===== src/rtl/tmept_isa_pkg.sv =====
// Shared ISA definitions for the decode stage: class codes, opcode ranges,
// instruction lengths, field positions and the word-to-fields decoder.
package tmept_isa_pkg;

    typedef enum logic [2:0] {
        CLS_ALU     = 3'd0,
        CLS_JUMP    = 3'd1,
        CLS_LMAR    = 3'd2,
        CLS_IMAR    = 3'd3,
        CLS_CMPBR   = 3'd4,
        CLS_ILLEGAL = 3'd7
    } cls_e;

    // Inclusive upper bound of each opcode class; classes are contiguous from 0x00
    localparam logic [7:0] OP_ALU_MAX   = 8'h25;
    localparam logic [7:0] OP_JUMP_MAX  = 8'h2D;
    localparam logic [7:0] OP_LMAR_MAX  = 8'h31;
    localparam logic [7:0] OP_IMAR_MAX  = 8'h35;
    localparam logic [7:0] OP_CMPBR_MAX = 8'h3F;

    localparam logic [2:0] LEN_ALU     = 3'd3;
    localparam logic [2:0] LEN_JUMP    = 3'd2;
    localparam logic [2:0] LEN_LMAR    = 3'd3;
    localparam logic [2:0] LEN_IMAR    = 3'd2;
    localparam logic [2:0] LEN_CMPBR   = 3'd4;
    localparam logic [2:0] LEN_ILLEGAL = 3'd1;

    localparam int unsigned W0_LSB   = 24;
    localparam int unsigned W1_LSB   = 16;
    localparam int unsigned W2_LSB   = 8;
    localparam int unsigned W3_LSB   = 0;
    localparam int unsigned MODE_LSB = 6;
    localparam int unsigned DST_LSB  = 2;
    localparam int unsigned NIB_HI   = 4;
    localparam int unsigned NIB_LO   = 0;

    typedef struct packed {
        cls_e        cls;
        logic [7:0]  opcode;
        logic [1:0]  mode;
        logic [3:0]  dst;
        logic [3:0]  src1;
        logic [3:0]  src2;
        logic [3:0]  jmp;
        logic [15:0] imm16;
        logic [2:0]  len;
    } decoded_t;

    // Fields a class does not use stay zero
    function automatic decoded_t decode_instr(input logic [31:0] w);
        decoded_t   d;
        logic [7:0] w0;
        logic [7:0] w1;
        logic [7:0] w2;
        logic [7:0] w3;
        d        = '0;
        w0       = w[W0_LSB +: 8];
        w1       = w[W1_LSB +: 8];
        w2       = w[W2_LSB +: 8];
        w3       = w[W3_LSB +: 8];
        d.opcode = w0;
        if (w0 <= OP_ALU_MAX) begin
            d.cls  = CLS_ALU;
            d.len  = LEN_ALU;
            d.mode = w1[MODE_LSB +: 2];
            d.dst  = w1[DST_LSB +: 4];
            d.src1 = w2[NIB_HI +: 4];
            d.src2 = w2[NIB_LO +: 4];
        end else if (w0 <= OP_JUMP_MAX) begin
            d.cls = CLS_JUMP;
            d.len = LEN_JUMP;
            d.dst = w1[DST_LSB +: 4];
        end else if (w0 <= OP_LMAR_MAX) begin
            d.cls   = CLS_LMAR;
            d.len   = LEN_LMAR;
            d.imm16 = {w1, w2};
        end else if (w0 <= OP_IMAR_MAX) begin
            d.cls = CLS_IMAR;
            d.len = LEN_IMAR;
        end else if (w0 <= OP_CMPBR_MAX) begin
            d.cls  = CLS_CMPBR;
            d.len  = LEN_CMPBR;
            d.src1 = w1[NIB_HI +: 4];
            d.src2 = w1[NIB_LO +: 4];
            d.dst  = w2[NIB_HI +: 4];
            d.jmp  = w3[NIB_HI +: 4];
        end else begin
            d.cls = CLS_ILLEGAL;
            d.len = LEN_ILLEGAL;
        end
        return d;
    endfunction

endpackage


===== src/rtl/decode_stage_if.sv =====
// Fetch-to-decode-to-execute bus: raw words in, decoded instruction out.
interface decode_stage_if #(
    parameter int unsigned DEPTH = 2,
    parameter int unsigned AW    = 16
);
    localparam int unsigned CW = $clog2(DEPTH) + 1;

    logic [31:0]   in_instr;
    logic [AW-1:0] in_pc;
    logic          in_valid;
    logic          flush;
    logic          q_full;
    logic [CW-1:0] q_count;
    logic          overflow;
    logic          d_valid;
    logic          d_ready;
    logic [2:0]    d_class;
    logic [7:0]    d_opcode;
    logic [1:0]    d_mode;
    logic [3:0]    d_dst;
    logic [3:0]    d_src1;
    logic [3:0]    d_src2;
    logic [3:0]    d_jmp;
    logic [15:0]   d_imm16;
    logic [2:0]    d_len;
    logic [AW-1:0] d_pc;

    modport master (
        output in_instr, in_pc, in_valid, flush, d_ready,
        input  q_full, q_count, overflow, d_valid, d_class, d_opcode, d_mode,
               d_dst, d_src1, d_src2, d_jmp, d_imm16, d_len, d_pc
    );

    modport slave (
        input  in_instr, in_pc, in_valid, flush, d_ready,
        output q_full, q_count, overflow, d_valid, d_class, d_opcode, d_mode,
               d_dst, d_src1, d_src2, d_jmp, d_imm16, d_len, d_pc
    );
endinterface


===== src/rtl/instr_fifo.sv =====
// Raw-word FIFO with registered count/full and a synchronous clear for flush.
module instr_fifo #(
    parameter int unsigned DEPTH = 2,
    parameter int unsigned DW    = 48
) (
    input  logic                       clk,
    input  logic                       rst,
    input  logic                       clear,
    input  logic                       push,
    input  logic                       pop,
    input  logic [DW-1:0]              wdata,
    output logic [DW-1:0]              rdata,
    output logic [$clog2(DEPTH):0]     count,
    output logic                       full,
    output logic                       empty
);
    localparam int unsigned PW = $clog2(DEPTH);
    localparam int unsigned CW = PW + 1;

    logic [DW-1:0] mem [DEPTH];
    logic [PW-1:0] wr_ptr;
    logic [PW-1:0] rd_ptr;
    logic [CW-1:0] cnt_nxt;

    always_comb begin
        cnt_nxt = count + CW'(push) - CW'(pop);
    end

    // Pointers wrap naturally since DEPTH is a power of two
    always_ff @(posedge clk or posedge rst) begin
        if (rst) begin
            wr_ptr <= '0;
            rd_ptr <= '0;
            count  <= '0;
            full   <= 1'b0;
        end else if (clear) begin
            wr_ptr <= '0;
            rd_ptr <= '0;
            count  <= '0;
            full   <= 1'b0;
        end else begin
            if (push) wr_ptr <= wr_ptr + PW'(1);
            if (pop)  rd_ptr <= rd_ptr + PW'(1);
            count <= cnt_nxt;
            full  <= (cnt_nxt == CW'(DEPTH));
        end
    end

    always_ff @(posedge clk) begin
        if (push) mem[wr_ptr] <= wdata;
    end

    assign rdata = mem[rd_ptr];
    assign empty = (count == '0);

endmodule


===== src/rtl/decode_stage.sv =====
// Decode stage: buffers fetched words, decodes them and holds one registered
// decoded instruction for execute under valid/ready; flush drops everything.
module decode_stage
    import tmept_isa_pkg::*;
#(
    parameter int unsigned DEPTH = 2,
    parameter int unsigned AW    = 16
) (
    input logic           clk,
    input logic           rst,
    decode_stage_if.slave bus
);
    localparam int unsigned CW = $clog2(DEPTH) + 1;
    localparam int unsigned DW = 32 + AW;

    logic [DW-1:0] head;
    logic [CW-1:0] count;
    logic          full;
    logic          empty;
    logic          load;
    logic          pop;
    logic          bypass;
    logic          push;
    logic          push_ok;
    decoded_t      head_dec;
    decoded_t      in_dec;
    decoded_t      dec_q;
    logic          valid_q;
    logic          ovf_q;
    logic [AW-1:0] pc_q;

    assign head_dec = decode_instr(head[DW-1:AW]);
    assign in_dec   = decode_instr(bus.in_instr);

    // Output slot refills when empty or being consumed; queue head beats bypass
    always_comb begin
        load    = !valid_q || bus.d_ready;
        pop     = !bus.flush && load && !empty;
        bypass  = !bus.flush && load && empty && bus.in_valid;
        push    = !bus.flush && bus.in_valid && !bypass;
        push_ok = push && (!full || pop);
    end

    instr_fifo #(
        .DEPTH (DEPTH),
        .DW    (DW)
    ) u_fifo (
        .clk   (clk),
        .rst   (rst),
        .clear (bus.flush),
        .push  (push_ok),
        .pop   (pop),
        .wdata ({bus.in_instr, bus.in_pc}),
        .rdata (head),
        .count (count),
        .full  (full),
        .empty (empty)
    );

    always_ff @(posedge clk or posedge rst) begin
        if (rst) begin
            valid_q <= 1'b0;
            dec_q   <= '0;
            pc_q    <= '0;
            ovf_q   <= 1'b0;
        end else begin
            if (push && !push_ok) ovf_q <= 1'b1;
            if (bus.flush) begin
                valid_q <= 1'b0;
            end else if (load) begin
                if (!empty) begin
                    valid_q <= 1'b1;
                    dec_q   <= head_dec;
                    pc_q    <= head[AW-1:0];
                end else if (bus.in_valid) begin
                    valid_q <= 1'b1;
                    dec_q   <= in_dec;
                    pc_q    <= bus.in_pc;
                end else begin
                    valid_q <= 1'b0;
                end
            end
        end
    end

    assign bus.d_valid  = valid_q;
    assign bus.d_class  = dec_q.cls;
    assign bus.d_opcode = dec_q.opcode;
    assign bus.d_mode   = dec_q.mode;
    assign bus.d_dst    = dec_q.dst;
    assign bus.d_src1   = dec_q.src1;
    assign bus.d_src2   = dec_q.src2;
    assign bus.d_jmp    = dec_q.jmp;
    assign bus.d_imm16  = dec_q.imm16;
    assign bus.d_len    = dec_q.len;
    assign bus.d_pc     = pc_q;
    assign bus.q_count  = count;
    assign bus.q_full   = full;
    assign bus.overflow = ovf_q;

endmodule


===== src/flat_wrapper.sv =====
// flat-port wrapper written by rule: the top's interface ports become plain ports
module decode_stage_flat import tmept_isa_pkg::*;
#(
    parameter int unsigned DEPTH = 2,
    parameter int unsigned AW    = 16
)
  (clk, rst, bus_in_instr, bus_in_pc, bus_in_valid, bus_flush, bus_d_ready, bus_q_full, bus_q_count, bus_overflow, bus_d_valid, bus_d_class, bus_d_opcode, bus_d_mode, bus_d_dst, bus_d_src1, bus_d_src2, bus_d_jmp, bus_d_imm16, bus_d_len, bus_d_pc);
  decode_stage_if #(.DEPTH(DEPTH), .AW(AW)) bus_i ();
  input logic clk;
  input logic rst;
  input wire logic [$bits(bus_i.in_instr)-1:0] bus_in_instr;
  input wire logic [$bits(bus_i.in_pc)-1:0] bus_in_pc;
  input wire logic [$bits(bus_i.in_valid)-1:0] bus_in_valid;
  input wire logic [$bits(bus_i.flush)-1:0] bus_flush;
  input wire logic [$bits(bus_i.d_ready)-1:0] bus_d_ready;
  output wire logic [$bits(bus_i.q_full)-1:0] bus_q_full;
  output wire logic [$bits(bus_i.q_count)-1:0] bus_q_count;
  output wire logic [$bits(bus_i.overflow)-1:0] bus_overflow;
  output wire logic [$bits(bus_i.d_valid)-1:0] bus_d_valid;
  output wire logic [$bits(bus_i.d_class)-1:0] bus_d_class;
  output wire logic [$bits(bus_i.d_opcode)-1:0] bus_d_opcode;
  output wire logic [$bits(bus_i.d_mode)-1:0] bus_d_mode;
  output wire logic [$bits(bus_i.d_dst)-1:0] bus_d_dst;
  output wire logic [$bits(bus_i.d_src1)-1:0] bus_d_src1;
  output wire logic [$bits(bus_i.d_src2)-1:0] bus_d_src2;
  output wire logic [$bits(bus_i.d_jmp)-1:0] bus_d_jmp;
  output wire logic [$bits(bus_i.d_imm16)-1:0] bus_d_imm16;
  output wire logic [$bits(bus_i.d_len)-1:0] bus_d_len;
  output wire logic [$bits(bus_i.d_pc)-1:0] bus_d_pc;
  assign bus_i.in_instr = bus_in_instr;
  assign bus_i.in_pc = bus_in_pc;
  assign bus_i.in_valid = bus_in_valid;
  assign bus_i.flush = bus_flush;
  assign bus_i.d_ready = bus_d_ready;
  assign bus_q_full = bus_i.q_full;
  assign bus_q_count = bus_i.q_count;
  assign bus_overflow = bus_i.overflow;
  assign bus_d_valid = bus_i.d_valid;
  assign bus_d_class = bus_i.d_class;
  assign bus_d_opcode = bus_i.d_opcode;
  assign bus_d_mode = bus_i.d_mode;
  assign bus_d_dst = bus_i.d_dst;
  assign bus_d_src1 = bus_i.d_src1;
  assign bus_d_src2 = bus_i.d_src2;
  assign bus_d_jmp = bus_i.d_jmp;
  assign bus_d_imm16 = bus_i.d_imm16;
  assign bus_d_len = bus_i.d_len;
  assign bus_d_pc = bus_i.d_pc;
  decode_stage #(.DEPTH(DEPTH), .AW(AW)) u_core (.clk(clk), .rst(rst), .bus(bus_i));
endmodule

===== config.mk =====
export PLATFORM = sky130hd
export DESIGN_NAME = decode_stage_flat
export DESIGN_NICKNAME = d
export VERILOG_FILES = /design/src/rtl/tmept_isa_pkg.sv /design/src/rtl/decode_stage_if.sv /design/src/rtl/instr_fifo.sv /design/src/rtl/decode_stage.sv /design/src/flat_wrapper.sv
export SDC_FILE = /design/constraint.sdc
export NUM_CORES = 1
export LEC_CHECK = 0
export ABC_AREA = 0
export BUFFER_PORTS_ARGS = -buffer_cell sky130_fd_sc_hd__buf_2
export CAP_MARGIN = 10
export CORE_MARGIN = 1
export CORE_UTILIZATION = 61
export CTS_CLUSTER_SIZE = 40
export DETAILED_ROUTE_END_ITERATION = 10
export PLACE_DENSITY = 0.83
export SLEW_MARGIN = 20
export SYNTH_ARGS = -nofsm -noshare
export SYNTH_HDL_FRONTEND = slang
export SYNTH_SLANG_ARGS = --single-unit

===== constraint.sdc =====
create_clock -name clk -period 8.2 [get_ports clk]
set_clock_uncertainty 0.15 [all_clocks]
set_input_delay 1.64 -clock clk [delete_from_list [all_inputs] [get_ports clk]]
set_output_delay 1.64 -clock clk [all_outputs]
set_load 0.02 [all_outputs]

==> flow_summary.json, run 1 <==
{
  "hold_depth": 1,
  "drive_gt1_frac": 0.2984,
  "wl_per_cell_um": 20.59,
  "vias": 5267,
  "gp_congestion": 0.9001,
  "ys_warn_count": 0,
  "viasPerCell": 6.346,
  "peakVddDrop_mv": 0.4213,
  "critPathArrivalTime_ns": 3.97,
  "worst_path_largest_cell_delay_ns": 0.66,
  "core_um2": 11470,
  "hold_start": "u_core.bus.overflow",
  "drv_cap": 0,
  "fin_util": 0.7259,
  "cts.sinks": 159,
  "grt_pass1_wl_mm": 27.66,
  "pin_count": 122,
  "slew_headroom": 0.3495,
  "slew_violations": 0,
  "fin_crit_sh": 0.4697,
  "place_ws_ns": 3.900,
  "cts_inserted_buffers": 17,
  "r2r-start": "u_core.u_fifo.rd_ptr",
  "post_cts_resize_count": 0,
  "cts_setup_buffers": 0,
  "syn_area_um2": 7179,
  "crit_fanout": 68,
  "ys_types": 73,
  "path_clk_slew_ns": 0.06,
  "grt_max_degree": 72,
  "cts_root_buf": "clkbuf_16",
  "final_common_cell": "buf_2",
  "cts-htree-levels": 4,
  "portBuffers": 117,
  "placedCellCount": 798,
  "worstReg2RegEnd": "u_core.bus.d_imm16[12]",
  "required_ns": 8.32,
  "worstSetupStartpointType": "primary input",
  "netlist_instances": 566,
  "cts_buffer_depth": 2,
  "start_util": 0.6261,
  "syn_avg_cell_area_um2": 12.68,
  "synth_ff_type": "edfxtp_1",
  "grtUsageTotal": 0.2936,
  "dieArea_um2": 12210,
  "yosysSeqAreaShare": 0.6155,
  "grt_pass1_vias": 5398,
  "rsz0062_at_grt": "no",
  "drt-initial-drc-count": 471,
  "tns_ns": 0,
  "leakage_uw": 0.003297,
  "critPathCaptureType": "flop",
  "async_flop_share": 0.4465,
  "crit_type": "primary input to flop",
  "dp_hpwl_mm": 10.93,
  "synth_fp_nets": 621,
  "antenna_found_initial": 0,
  "ys_seq_elements": 159,
  "min_to": "u_core.bus.overflow",
  "gr-total-overflow": 0,
  "max_slew.worst_pin.slew_ns": 0.9757,
  "crit_path_top_delay_cell": "buf_4",
  "p_total_uw": 2990,
  "hold_class": "flop to flop",
  "path_cells": "buf_2, nor2b_1, or3_2, buf_4, nor3_2, a22oi_1, o31ai_1",
  "cts.hold.buffers_added": 0,
  "finalSetupViolations": 0,
  "worstSkewPairLatency_ns": 0.43,
  "core.rowCount": 39,
  "r2r_setup_slack_ns": 5.05,
  "fin_cells": 830,
  "fmax_mhz": 259.7,
  "area_growth_pct": 15.95,
  "die_w_um": 110.5,
  "detail-route-antenna-nets": 0,
  "drc": 0,
  "synth-edff-count": 88,
  "r2r_cells": 5,
  "layout_setup_ws_ns": 4.349,
  "status": "complete, no violations",
  "layout_common_cells": "117 x buf_2, 88 x edfxtp_1, 70 x dfrtp_1",
  "tritoncts": "built",
  "min_period_ns": 3.851,
  "p_per_area_nw_per_um2": 359.2,
  "wl_mm": 17.09,
  "critical_path_buf_inv_count": 2,
  "first_pass_iters": 5,
  "finalHoldViolations": 0,
  "cpLargestDelayFamily": "simple AND/OR/NAND/NOR gates",
  "antenna_cells": 0,
  "final_nets": 729,
  "dieHeight_um": 110.5
}
[cell usage after synthesis (all sizes together), types with 5 or more instances]
cell type	number	area share
mux2	7	0.012
o21ai	42	0.029
clkbuf	8	0.0042
edfxtp	88	0.37
a22oi	14	0.015
o21a	8	0.0084
buf	26	0.028
a21oi	32	0.025
o211ai	5	0.0052
nand2	54	0.028
inv	6	0.0031
mux2i	38	0.054
nand3	6	0.0063
nor2	56	0.030
a221o	5	0.0075
o31ai	6	0.0063
dfrtp	71	0.25
a221oi	8	0.015
nor3	13	0.013
[where the power goes]
part           total (uW)  switching [uW]  internal (uW)
Clock                 750             331            420
Sequential           1140             113           1020
Combinational        1100             726            378
Total                2990            1170           1820
[worst max-delay path by stage]
| stage | startpoint | endpoint | slack (ns) | depth (start not counted) |
|---|---|---|---|---|
| 4_1_cts | bus_d_ready | u_core.bus.d_imm16[12] | 4.35 | 7 |
| 5_1_grt | bus_d_ready | u_core.bus.d_imm16[8] | 4.17 | 7 |
| 6_report | bus_d_ready | u_core.bus.d_imm16[12] | 4.35 | 7 |
| 3_3_place_gp | bus_d_ready | u_core.bus.d_imm16[10] | 4.03 | 7 |
| 3_5_place_dp | bus_d_ready | u_core.bus.d_imm16[10] | 3.90 | 7 |
| 2_1_floorplan | bus_flush | u_core.u_fifo.mem[0][0] | 3.61 | 4 |
[cells by family after synthesis]
kind of cell	share of synthesized area
AO/OA/AOI/OAI	0.1623
flip-flops	0.6155
AND/OR/NAND/NOR	0.1093
multiplexers	0.06500
buffers and inverters	0.03956
XOR/XNOR	0.004881
adder cells (fa/ha/maj)	0.003485
[state kept, by name, indices dropped and copies added, names as in the netlist, 2 cells and up]
register	cells
u_core.bus.d_src2	4
u_core.bus.d_class	3
u_core.bus.d_src1	4
u_core.bus.d_imm16	16
u_core.bus.d_opcode	8
u_core.bus.d_len	3
u_core.u_fifo.mem	88
u_core.bus.d_mode	2
u_core.u_fifo.count	2
u_core.bus.d_pc	16
u_core.bus.d_dst	4
u_core.bus.d_jmp	4
[layer usage]
layer	vias to the layer above	track usage	wire [um]
met3	44	0.07629	1230
met5	-	0	0
met2	260	0.4704	8373
met4	0	0.1173	483
met1	2611	0.3841	7002
li1	2352	-	-
[final cells by class]
| type | count | area, um2 |
|---|---|---|
| clock inverter | 15 | 138.9 |
| multi-input combinational | 366 | 2500 |
| fill | 752 | 3143 |
| inverter | 6 | 22.52 |
| clock buffer | 17 | 425.4 |
| tap | 143 | 178.9 |
| timing repair buffer | 124 | 638.1 |
| sequential | 159 | 4420 |
[stage by stage]
stage / hold WS [ns] / cell area, um2
finish: 0.3238 / 8324
global route: 0.3409 / 8324
CTS: 0.3315 / 8324
detailed placement: 0.3139 / 7760
global placement: 0.2974 / 7760
floorplan: 0.3783 / 7179
(Power assumes the default switching activity.)
==> run 2, diff against run 1 <==
Settings changed: CORE_UTILIZATION 61 to 56, PLACE_DENSITY 0.83 to 0.77.
Clock period 8.2 ns to 3.79 ns, I/O delays scaled along.
==> flow_summary.json, run 2 (synthesis results as in run 1) <==
{
  "regArea_um2": 4420,
  "core.rowCount": 40,
  "switching_share": 0.3700,
  "final_nets": 734,
  "dieHeight_um": 115.2,
  "fmax_mhz": 352.3,
  "clockPowerShare": 0.266,
  "fill_cells": 885,
  "multi_input_area_um2": 2506,
  "detail-route-antenna-nets": 0,
  "r2r-start": "u_core.u_fifo.rd_ptr",
  "grt_pass1_vias": 5284,
  "drc": 0,
  "worstSkewPairLatency_ns": 0.42,
  "crit_fanout": 37,
  "finalSetupViolations": 0,
  "critPathLaunch": "u_core.u_fifo.rd_ptr",
  "switchingPower_uw": 2448,
  "hold_start": "u_core.bus.d_opcode[4]",
  "cts.hold.buffers_added": 0,
  "cts_setup_buffers": 0,
  "grt_pass1_wl_mm": 27.32,
  "tns_ns": 0,
  "drt-initial-drc-count": 553,
  "vias": 5210,
  "status": "complete, no violations",
  "max_flop_register": "u_core.u_fifo.mem",
  "first_pass_iters": 5,
  "final_common_cell": "buf_2",
  "largest_register_ffs": 88,
  "core_um2": 12260,
  "drv_cap": 0,
  "path_clk_slew_ns": 0.06,
  "crit_type": "flop to flop",
  "worstSetupStartpointType": "flop",
  "cts-htree-levels": 4,
  "dieArea_um2": 13280,
  "tritoncts": "built",
  "cts_buffer_depth": 2,
  "grt_max_degree": 43,
  "viasPerCell": 6.058,
  "post_cts_resize_count": 0,
  "layout_setup_ws_ns": 0.9512,
  "p_comb_frac": 0.356,
  "grtUsageTotal": 0.2774,
  "start_util": 0.5855,
  "cts_root_buf": "clkbuf_16",
  "max_slew.worst_pin.slew_ns": 0.9385,
  "antenna_found_initial": 0,
  "wl_per_cell_um": 19.91,
  "grt.met2_usage": 0.4498,
  "min_period_ns": 2.839,
  "layout_common_cells": "117 x buf_2, 88 x edfxtp_1, 70 x dfrtp_1",
  "die_w_um": 115.2,
  "hold_class": "flop to flop",
  "portBuffers": 117,
  "p_per_area_nw_per_um2": 780.7,
  "gr-total-overflow": 0,
  "fin_crit_sh": 0.7490,
  "grt_use_met3": 0.06747,
  "cts_inserted_buffers": 17,
  "area_growth_pct": 18.02,
  "peakVddDrop_mv": 0.5016,
  "drive_gt1_frac": 0.3006,
  "gp_congestion": 0.8493,
  "sequentialPowerShare": 0.378,
  "place_ws_ns": 0.7668,
  "rsz0062_at_grt": "no",
  "dp_hpwl_mm": 11.45,
  "slew_violations": 0,
  "antenna_cells": 0,
  "pin_count": 122,
  "critPathArrivalTime_ns": 3.00,
  "wl_mm": 17.12,
  "grtUsageMet1": 0.3604,
  "leakage_uw": 0.003385,
  "slew_headroom": 0.3743,
  "busiest_layer": "met2",
  "cts.sinks": 159,
  "critPathCaptureType": "flop",
  "internal_power_uw": 4167,
  "finalHoldViolations": 0,
  "required_ns": 3.95
}
-- run 2: power groups by stage --
stage               combinational [uW]  clock, uW  sequential, uW
finish                            2350       1760            2500
global route                      2560       1840            2540
CTS                               2360       1780            2500
detailed placement                2340          0            2530
global placement                  2290          0            2510
floorplan                         1400          0            2780
-- run 2: cell type report --
type / count / area share
clock buffer: 20 / 0.05272
clock inverter: 12 / 0.01964
inverter: 6 / 0.002658
multi-input combinational: 366 / 0.2958
sequential: 159 / 0.5217
tap: 168 / 0.02481
timing repair buffer: 129 / 0.08269
-- run 2: critical path: stages (launching register included) --
cell and delay, ns:
dfrtp_2 0.98, mux2i_1 0.34, o311ai_4 0.69, nand3_2 0.27, o31ai_1 0.28
-- run 2: worst paths after layout --
kind	endpoint	slack, ns	cells after the start
worst max-delay path	u_core.bus.d_imm16[10]	0.95	4
worst max register to register	u_core.bus.d_imm16[10]	0.95	4
worst min-delay path	u_core.bus.d_opcode[4]	0.32	2
min in group asynchronous	u_core.bus.d_pc[4]	0.40	2
max in group asynchronous	u_core.bus.d_imm16[9]	2.39	3
worst min register to register	u_core.bus.d_opcode[4]	0.32	2
-- run 2: layer usage --
metal  routed length (um)  up-vias
met3                 1219       34
li1                     -     2364
met1                 7116     2565
met4                  344        0
met2                 8441      247
met5                    0        -
-- run 2: through the flow --
| stage | utilization | power, uW | instance area (um2) | cells | hold WS [ns] |
|---|---|---|---|---|---|
| global route | 0.6910 | 6953 | 8473 | 860 | 0.3453 |
| global placement | 0.6410 | 4797 | 7860 | 828 | 0.3034 |
| finish | 0.6910 | 6615 | 8473 | 860 | 0.3240 |
| floorplan | - | 4186 | 7179 | 566 | 0.3783 |
| CTS | 0.6910 | 6641 | 8473 | 860 | 0.3260 |
| detailed placement | 0.6410 | 4874 | 7860 | 828 | 0.3092 |
==> run 3, diff against run 2 <==
Settings changed: ABC_AREA 0 to 1, PLACE_DENSITY 0.77 to 0.76.
Clock period 3.79 ns to 2.8 ns, I/O delays scaled along.
==> flow_summary.json, run 3 <==
{
  "max_flop_register": "u_core.u_fifo.mem",
  "r2r-start": "u_core.u_fifo.rd_ptr",
  "cts_inserted_buffers": 17,
  "worstReg2RegEnd": "u_core.bus.d_len[0]",
  "drive_gt1_frac": 0.2448,
  "start_util": 0.5793,
  "finalHoldViolations": 0,
  "cts_setup_buffers": 0,
  "slew_violations": 0,
  "dieHeight_um": 116.7,
  "synthMostInstantiatedCell": "nand2_1",
  "synth_fp_nets": 835,
  "ys_warn_count": 0,
  "hold_class": "primary input to asynchronous set/reset pin",
  "fin_crit_sh": 0.8204,
  "syn_area_um2": 7370,
  "drv_cap": 0,
  "synth-edff-count": 88,
  "crit_fanout": 12,
  "tritoncts": "built",
  "die_w_um": 116.7,
  "r2r_setup_slack_ns": 0.50,
  "cts_buffer_depth": 2,
  "crit_type": "flop to flop",
  "min_period_ns": 2.297,
  "fin_cells": 1079,
  "netlist_top_cells_count": "229 x nand2_1, 88 x edfxtp_1, 71 x dfrtp_1, 67 x o21ai_0, 60 x inv_1",
  "critical_path_buf_inv_count": 1,
  "worst_path_largest_cell_delay_ns": 0.51,
  "yosys.area.top_type": "edfxtp_1",
  "grtUsageTotal": 0.2838,
  "critPathArrivalTime_ns": 2.46,
  "yosysSeqAreaShare": 0.5997,
  "core_um2": 12720,
  "max_slew.worst_pin.slew_ns": 0.7221,
  "path_cells": "inv_2, nand2_1, nand2_1, nand2_1, nor2_4, nand2_1, nand2_1, nand2_1, nor2_1, nand2_1, nand2_1, nand2_1",
  "ys_types": 39,
  "gr-total-overflow": 0,
  "vias": 6010,
  "drc": 0,
  "dieArea_um2": 13620,
  "yosys-top-cells-area": "edfxtp_1 36%, dfrtp_1 24%, nand2_1 12%",
  "grt_pass1_wl_mm": 28.68,
  "async_flop_share": 0.4465,
  "finalSetupViolations": 0,
  "final_common_cell": "nand2_1",
  "slew_headroom": 0.5179,
  "detail-route-antenna-nets": 0,
  "syn_avg_cell_area_um2": 9.448,
  "netlist_instances": 780,
  "dp_hpwl_mm": 11.64,
  "pin_count": 122,
  "internal_power_uw": 5918,
  "place_ws_ns": 0.3415,
  "final_nets": 949,
  "fmax_mhz": 435.3,
  "p_per_area_nw_per_um2": 1110,
  "fill_cells": 1016,
  "wl_mm": 18.12,
  "portBuffers": 117,
  "layout_common_cells": "229 x nand2_1, 117 x buf_2, 88 x edfxtp_1",
  "largest_register_ffs": 88,
  "layout_setup_ws_ns": 0.5029,
  "cts_root_buf": "clkbuf_16",
  "sequentialPowerShare": 0.349,
  "path_clk_slew_ns": 0.06,
  "placedCellCount": 1047,
  "viasPerCell": 5.570,
  "cts.hold.buffers_added": 0,
  "critical_path_cell_count": 12,
  "critPathCaptureType": "flop",
  "core.rowCount": 41,
  "p_comb_frac": 0.401,
  "switching_share": 0.3952,
  "cpLargestDelayFamily": "simple AND/OR/NAND/NOR gates",
  "switchingPower_uw": 3866,
  "first_pass_iters": 7,
  "crit_top_cell": "nand2_1",
  "netlist.area_leader.share": 0.3586,
  "grt_pass1_vias": 5710,
  "leakage_uw": 0.004022,
  "wl_per_cell_um": 16.79,
  "gp_congestion": 0.8763,
  "cts.sinks": 159,
  "status": "complete, no violations",
  "antenna_cells": 0,
  "peakVddDrop_mv": 0.6265,
  "worstSetupStartpointType": "flop",
  "r2r_cells": 12,
  "area_growth_pct": 19.63,
  "rsz0062_at_grt": "no",
  "crit_path_top_delay_cell": "dfrtp_2",
  "required_ns": 2.96,
  "cts-htree-levels": 4,
  "grt_max_degree": 72,
  "synth_ff_type": "edfxtp_1",
  "antenna_found_initial": 0,
  "post_cts_resize_count": 0,
  "drt-initial-drc-count": 567,
  "clockPowerShare": 0.250,
  "worstSkewPairLatency_ns": 0.42,
  "ys_seq_elements": 159
}
==> run 3: cell count changes after synthesis, moves of 8 or more <==
| cell | before | now |
|---|---|---|
| a22oi_1 | 14 | 0 |
| inv_1 | 6 | 60 |
| or2_2 | 2 | 30 |
| nor2_1 | 54 | 46 |
| nand2_1 | 54 | 229 |
| a21boi_1 | 0 | 14 |
| clkbuf_1 | 8 | 17 |
| a21oi_1 | 29 | 14 |
| o21ai_0 | 36 | 67 |
| mux2i_1 | 37 | 1 |
| nand4_1 | 0 | 15 |
| nand3_1 | 3 | 53 |
==> run 3: power groups by stage <==
stage | logic, uW | registers, uW | clock network (uW)
floorplan | 2170 | 4000 | 0
global placement | 3810 | 3420 | 0
detailed placement | 3890 | 3450 | 0
CTS | 3920 | 3420 | 2470
global route | 4280 | 3480 | 2560
finish | 3920 | 3420 | 2440
==> run 3: per-layer routing <==
metal	track usage	up-vias	share of wire
li1	-	2816	-
met1	0.3618	2864	0.41
met2	0.4694	296	0.49
met3	0.07317	34	0.084
met4	0.1063	0	0.019
met5	0	-	0
==> run 3: worst max-delay path by stage <==
| stage | startpoint | to | slack (ns) |
|---|---|---|---|
| after floorplan | bus_d_ready | u_core.u_fifo.mem[0][0] | -0.12 |
| after global placement | bus_flush | u_core.u_fifo.mem[1][33] | 0.43 |
| after detailed placement | bus_flush | u_core.u_fifo.mem[1][23] | 0.34 |
| after CTS | u_core.u_fifo.rd_ptr | u_core.bus.d_len[0] | 0.51 |
| after global routing | u_core.u_fifo.rd_ptr | u_core.bus.d_len[0] | 0.35 |
| final | u_core.u_fifo.rd_ptr | u_core.bus.d_len[0] | 0.50 |
==> run 3: worst reg2reg max path, cell delays in order, from the launching register on <==
cell	delay [ns]
dfrtp_2	0.51
inv_2	0.20
nand2_1	0.07
nand2_1	0.15
nand2_1	0.12
nor2_4	0.15
nand2_1	0.06
nand2_1	0.05
nand2_1	0.29
nor2_1	0.25
nand2_1	0.07
nand2_1	0.08
nand2_1	0.05
==> run 3: final cells by class <==
cell class	instances	area, um2	area share
Timing Repair Buffer	134	775.7	0.08799
Inverter	67	252.7	0.02867
Tap cell	172	215.2	0.02441
Clock buffer	27	534.3	0.06060
Sequential cell	159	4420	0.5014
Multi-Input combinational cell	515	2519	0.2857
Clock inverter	5	98.84	0.01121
==> run 3: kinds of logic after synthesis <==
logic type | count (synthesis) | share of synthesized area
AND/OR/NAND/NOR | 395 | 0.2406
flip-flops | 159 | 0.5997
AO/OA/AOI/OAI | 115 | 0.09015
buffers and inverters | 106 | 0.06248
XOR/XNOR | 2 | 0.002377
adder cells (fa/ha/maj) | 2 | 0.003395
multiplexers | 1 | 0.001358
==> run 3: through the flow <==
stage	TNS (ns)	total power, uW	hold slack [ns]	cell area [um2]	utilization
CTS	0	9807	0.08655	8816	0.6930
floorplan	-10.50	6168	0.3525	7375	-
global route	0	10330	0.1012	8816	0.6930
global placement	0	7223	0.3098	8183	0.6432
finish	0	9784	0.07255	8816	0.6930
detailed placement	0	7338	0.3146	8183	0.6432
